$ cat src/rtl/bus_requester.sv
// Per-core bus front end: queues cache commands, requests the common bus,
// issues the head command and returns data or an error to the cache.
//
// Ports:
//   clk, rst                   clock, async active-low reset
//   cpu_req_valid/ready        command push handshake from the cache
//   cpu_req_cmd/addr           0=BusRd 1=BusRdX 2=BusUpgr 3=WriteBack, line address
//   cpu_resp_valid/data/err    one-cycle completion pulse to the cache
//   Com_Bus_Req_proc           registered request to the arbiter
//   Com_Bus_Gnt_proc           grant from the arbiter
//   bus_cmd_valid/cmd/addr     one-cycle command strobe and held command
//   bus_data_valid/data_in     completion ack and response data
module bus_requester #(
   parameter int ADDR_W    = 32,
   parameter int DATA_W    = 32,
   parameter int TIMEOUT   = 16,
   parameter int MAX_RETRY = 3
) (
   input  logic              clk,
   input  logic              rst,
   input  logic              cpu_req_valid,
   output logic              cpu_req_ready,
   input  logic [1:0]        cpu_req_cmd,
   input  logic [ADDR_W-1:0] cpu_req_addr,
   output logic              cpu_resp_valid,
   output logic [DATA_W-1:0] cpu_resp_data,
   output logic              cpu_resp_err,
   output logic              Com_Bus_Req_proc,
   input  logic              Com_Bus_Gnt_proc,
   output logic              bus_cmd_valid,
   output logic [1:0]        bus_cmd,
   output logic [ADDR_W-1:0] bus_addr,
   input  logic              bus_data_valid,
   input  logic [DATA_W-1:0] bus_data_in
);

   localparam int TW = $clog2(TIMEOUT) + 1;
   localparam int RW = $clog2(MAX_RETRY + 2);

   typedef enum logic [1:0] {
      S_IDLE,
      S_REQ,
      S_XFER,
      S_RESP
   } state_t;

   state_t            r_state;
   logic [1:0]        r_q_cmd  [2];
   logic [ADDR_W-1:0] r_q_addr [2];
   logic              r_wptr;
   logic              r_rptr;
   logic [1:0]        r_count;
   logic [TW-1:0]     r_tmo;
   logic [RW-1:0]     r_retry;

   logic w_push;
   logic w_pop;

   assign cpu_req_ready = (r_count != 2'd2);
   assign w_push        = cpu_req_valid && cpu_req_ready;
   // The head entry is retired on the edge that leaves RESP.
   assign w_pop         = (r_state == S_RESP);

   always_ff @(posedge clk) begin
      if (w_push) begin
         r_q_cmd[r_wptr]  <= cpu_req_cmd;
         r_q_addr[r_wptr] <= cpu_req_addr;
      end
   end

   always_ff @(posedge clk or negedge rst) begin
      if (!rst) begin
         r_wptr  <= 1'b0;
         r_rptr  <= 1'b0;
         r_count <= 2'd0;
      end else begin
         if (w_push) r_wptr <= ~r_wptr;
         if (w_pop)  r_rptr <= ~r_rptr;
         unique case ({w_push, w_pop})
            2'b10:   r_count <= r_count + 2'd1;
            2'b01:   r_count <= r_count - 2'd1;
            default: r_count <= r_count;
         endcase
      end
   end

   always_ff @(posedge clk or negedge rst) begin
      if (!rst) begin
         r_state          <= S_IDLE;
         r_tmo            <= '0;
         r_retry          <= '0;
         Com_Bus_Req_proc <= 1'b0;
         bus_cmd_valid    <= 1'b0;
         bus_cmd          <= '0;
         bus_addr         <= '0;
         cpu_resp_valid   <= 1'b0;
         cpu_resp_data    <= '0;
         cpu_resp_err     <= 1'b0;
      end else begin
         bus_cmd_valid  <= 1'b0;
         cpu_resp_valid <= 1'b0;
         unique case (r_state)
            S_IDLE: begin
               Com_Bus_Req_proc <= 1'b0;
               if (r_count != 2'd0) r_state <= S_REQ;
            end
            S_REQ: begin
               Com_Bus_Req_proc <= 1'b1;
               if (Com_Bus_Gnt_proc) begin
                  r_state       <= S_XFER;
                  r_tmo         <= '0;
                  bus_cmd_valid <= 1'b1;
                  bus_cmd       <= r_q_cmd[r_rptr];
                  bus_addr      <= r_q_addr[r_rptr];
               end
            end
            S_XFER: begin
               r_tmo <= r_tmo + TW'(1);
               // Completion beats grant loss, which beats timeout.
               if (bus_data_valid) begin
                  cpu_resp_data    <= bus_data_in;
                  cpu_resp_err     <= 1'b0;
                  cpu_resp_valid   <= 1'b1;
                  Com_Bus_Req_proc <= 1'b0;
                  r_state          <= S_RESP;
               end else if (!Com_Bus_Gnt_proc) begin
                  if (r_retry < RW'(MAX_RETRY)) begin
                     r_retry <= r_retry + RW'(1);
                     r_state <= S_REQ;
                  end else begin
                     cpu_resp_err     <= 1'b1;
                     cpu_resp_valid   <= 1'b1;
                     Com_Bus_Req_proc <= 1'b0;
                     r_state          <= S_RESP;
                  end
               end else if (r_tmo == TW'(TIMEOUT - 1)) begin
                  cpu_resp_err     <= 1'b1;
                  cpu_resp_valid   <= 1'b1;
                  Com_Bus_Req_proc <= 1'b0;
                  r_state          <= S_RESP;
               end
            end
            S_RESP: begin
               Com_Bus_Req_proc <= 1'b0;
               r_retry          <= '0;
               r_state          <= S_IDLE;
            end
            default: r_state <= S_IDLE;
         endcase
      end
   end

endmodule

$ cat config.mk
export PLATFORM = sky130hd
export DESIGN_NAME = bus_requester
export DESIGN_NICKNAME = d
export VERILOG_FILES = /design/src/rtl/bus_requester.sv
export SDC_FILE = /design/constraint.sdc
export NUM_CORES = 1
export LEC_CHECK = 0
export CORE_AREA = 2 2 123 125
export CTS_CLUSTER_SIZE = 25
export DETAILED_ROUTE_END_ITERATION = 10
export DIE_AREA = 0 0 125 127
export HOLD_SLACK_MARGIN = 0.06
export PLACE_DENSITY = 0.73
export SYNTH_ARGS = -nofsm -noshare
export SYNTH_HDL_FRONTEND = slang
export SYNTH_SLANG_ARGS = --single-unit
$ cat constraint.sdc
create_clock -name clk -period 3.85 [get_ports clk]
set_input_delay 0.5775 -clock clk [delete_from_list [all_inputs] [get_ports clk]]
set_output_delay 0.5775 -clock clk [all_outputs]
set_load 0.005 [all_outputs]
==> out/results.md <==
| Parameter | Value |
|:---|:---|
| Buffer type at the clock tree root | clkbuf_16 |
| Slew at the pin with the worst max-slew slack | 1.05 ns |
| CP bufs+invs | 1 |
| CP startpoint kind | flip-flop |
| Post-Synth XOR/XNOR Area | 0.00921 |
| Core box area | 14400 um^2 |
| Hold Worst Slack | 0.261 ns |
| Leading register cell type out of synthesis | dfrtp_1 |
| Post-route antenna net violation count | 0 |
| Number of different library cells in the post-synthesis netlist | 32 |
| Share of the core filled with cells | 0.541 |
| Endpoint arrival time on the critical path | 1.51 ns |
| Number of flops mapped to enable cells by yosys | 68 |
| Power Dens Cells | 779 nW/um^2 |
| Antenna violations before repair | 0 |
| Violation count after the first detailed-route iteration | 136 |
| Arithmetic-cell share of the synthesized area counting full adders, half adders and majority gates | 0.00878 |
| Peak supply drop | 0.000379 V |
| Compound-cell area share of the yosys netlist | 0.0507 |
| Residual DRC count | 0 |
| Detailed Place HPWL | 7160 um |
| Timing-limited maximum frequency | 480 MHz |
| Total of endpoints with negative setup slack in the final report | 0 |
| Endpoint class of the critical path | primary output |
| Simple-Gate Fraction of Synth Area | 0.0548 |
| Chain of cells forming the critical path | nand2b_1 > clkdlybuf4s50_1 |
| Startpoint of the worst-slack reg-to-reg timing path | r_count[0]$_DFFE_PN0P_ |
| Worst min-delay path class | in2async |
| First-pass iteration count of the detailed router | 4 |
| Clock network latency to the later pin of the worst-skew pair | 0.41 ns |
| Run status | finished, final reports clean |
| Area of the die | 15900 um^2 |
| Max H-tree Level | 4 |
| Post-CTS resize count | 0 |
| Global router's overall resource usage | 0.147 |
| Overall routed net length | 11100 um |
| Via-per-instance ratio | 4.76 |
| Clock-pin slew of the registers on the worst-case setup and hold paths | 0.06 ns |
| Crit Path Category | reg2out |
| Register bit count reported by yosys | 152 |
| Main combinational cell family by area after synthesis | multiplexers |
| RSZ-0062 raised after global routing | no |
| Post-CTS Setup Repair Bufs | 0 |
| Die Y-Extent | 127 um |
| Number of cells produced by synthesis | 368 |
| Warning count from the yosys run | 0 |
| Buffer levels on the longest clock path | 2 |
| Proportion of synthesized chip area in sequential cells | 0.727 |
| Synthesized area divided by synthesized cell count | 15.5 um^2 |
| TritonCTS clock tree | done |
| Number of ports placed on the die boundary | 142 |
| Global-route wire length before repair | 18200 um |
| Pins over their slew limit | 0 |
| Max_slew headroom | 0.302 |
| Diodes inserted | 0 |
| Cts bufs inserted | 17 |
| Number of global-route vias before repair | 3599 |
| Syn-to-layout area delta | 36.8% |
| Final net count | 585 |
| Synth async-reset ratio | 0.553 |
| Worst Path Required | 3.27 ns |
| Largest driver fanout on the critical path | 4 |
| Cell leakage power | 3.14 nW |
| Number of buffer cells added on primary ports | 141 |
| Maximum number of pins on one net before global-route repair | 76 |
| Post-layout total power | 6.08 mW |
| Residual overflow from global routing | 0 |
| Final estimated routing congestion in global placement | 0.724 |
| Die X-Extent | 125 um |
| Core Rows | 44 |
| Slowest cell on crit path | clkdlybuf4s50_1 |
| Total Neg Setup Slack | 0 ns |
| Post-Syn Area | 5700 um^2 |
| Clk sinks | 152 |
| Cell class contributing the biggest share of worst-path delay | buffers and inverters |
| Routed vias | 3366 |
| Post-synthesis net count | 443 |
| Ratio of cells with drive above 1 in the final layout | 0.130 |
| Initial core utilization | 0.395 |
| Count of final hold-check violations | 0 |
| Mux contribution to synthesized area | 0.125 |
| Worst setup startpoint | r_count[0]$_DFFE_PN0P_ |
| Longest individual stage delay on the worst path | 0.52 ns |
| Crit share post-route | 0.541 |
| Hold buffer count at cts | 0 |
| Fin Clk Skew | 0.00582 ns |
| Post-route minimum period | 2.08 ns |
| Max-cap viol count | 0 |
| Routed wirelength normalized by instance count | 15.7 um |
-- cell families after synthesis --
logic type,count (synthesis)
multiplexers,67
adder cells (fa/ha/maj),4
XOR/XNOR,6
AND/OR/NAND/NOR,65
flip-flops,152
buffers and inverters,25
AO/OA/AOI/OAI,49
-- synth_stat cells (all sizes together), types with 2 or more instances --
| cell type | number | area, um^2 |
|---|---|---|
| a21oi | 2 | 10.0 |
| and3 | 3 | 18.8 |
| buf | 17 | 114 |
| clkbuf | 2 | 7.51 |
| dfrtp | 84 | 2100 |
| edfxtp | 68 | 2040 |
| ha | 4 | 50.1 |
| inv | 6 | 22.5 |
| mux2 | 32 | 360 |
| mux2i | 35 | 350 |
| nand2 | 41 | 161 |
| nand2b | 4 | 25.0 |
| nand3 | 7 | 35.0 |
| nor2 | 4 | 15.0 |
| nor3b | 2 | 15.0 |
| o21ai | 39 | 195 |
| o311ai | 2 | 17.5 |
| xnor2 | 3 | 26.3 |
| xor2 | 3 | 26.3 |
-- sequential cells by signal (all words and copies together) (netlist names), 2 cells and up --
name / count
r_q_cmd: 4
r_retry: 3
bus_cmd: 2
cpu_resp_data: 32
r_tmo: 5
bus_addr: 32
r_q_addr: 64
r_count: 2
r_state: 2
-- worst reg2reg max path, stage by stage, from the launching register on --
cell	delay (ns)
dfrtp_1	0.41
nand2b_1	0.16
nand2_1	0.14
nor2_4	0.80
-- through the flow --
stage	cells	cell area (um^2)	setup WS, ns
2_1_floorplan	368	5700	1.32
5_1_grt	707	7800	1.64
3_3_place_gp	675	7240	1.47
6_report	707	7800	1.77
4_1_cts	707	7800	1.74
3_5_place_dp	675	7240	1.39
-- cell type report --
class | count | area [um^2]
inverter | 6 | 22.5
sequential | 152 | 4150
clock buffer | 21 | 440
timing repair buffer | 142 | 1420
tap | 184 | 230
clock inverter | 11 | 124
multi-input combinational | 191 | 1420
fill | 1211 | 6620
-- path summary, 6_finish.rpt --
path                            slack, ns  depth (start not counted)                            end
max in group asynchronous            2.80                          2        bus_addr[3]$_DFFE_PN0P_
worst max-delay path                 1.77                          2                  cpu_req_ready
min in group clk                     0.48                          2       bus_addr[22]$_DFFE_PN0P_
worst min register to register       0.48                          2       bus_addr[22]$_DFFE_PN0P_
worst min-delay path                 0.26                          1  cpu_resp_data[29]$_DFFE_PN0P_
worst max register to register       1.94                          3       r_q_addr[0][3]$_DFFE_PP_
-- layout by cell type, fill, tap and decap left out, drive strengths merged, types with 2 or more instances in the layout --
cell type	count
a21oi	2
and3	3
buf	2
bufinv	2
clkbuf	21
clkdlybuf4s50	140
clkinv	5
clkinvlp	2
dfrtp	84
edfxtp	68
ha	4
inv	8
mux2	32
mux2i	35
nand2	41
nand2b	4
nand3	7
nor2	4
nor3b	2
o21ai	39
o311ai	2
xnor2	3
xor2	3
-- routing by layer --
| metal | part of all wire | global-route usage | vias up |
|---|---|---|---|
| li1 | - | - | 1602 |
| met1 | 0.45 | 0.185 | 1617 |
| met2 | 0.47 | 0.235 | 134 |
| met3 | 0.071 | 0.0498 | 13 |
| met4 | 0.014 | 0.0588 | 0 |
| met5 | 0 | 0 | - |
-- where the power goes --
group	switching, mW	internal (mW)
clock	0.635	0.955
combinational	0.664	1.10
sequential	0.413	2.31
Note: power is estimated with default switching activity, not from simulation.
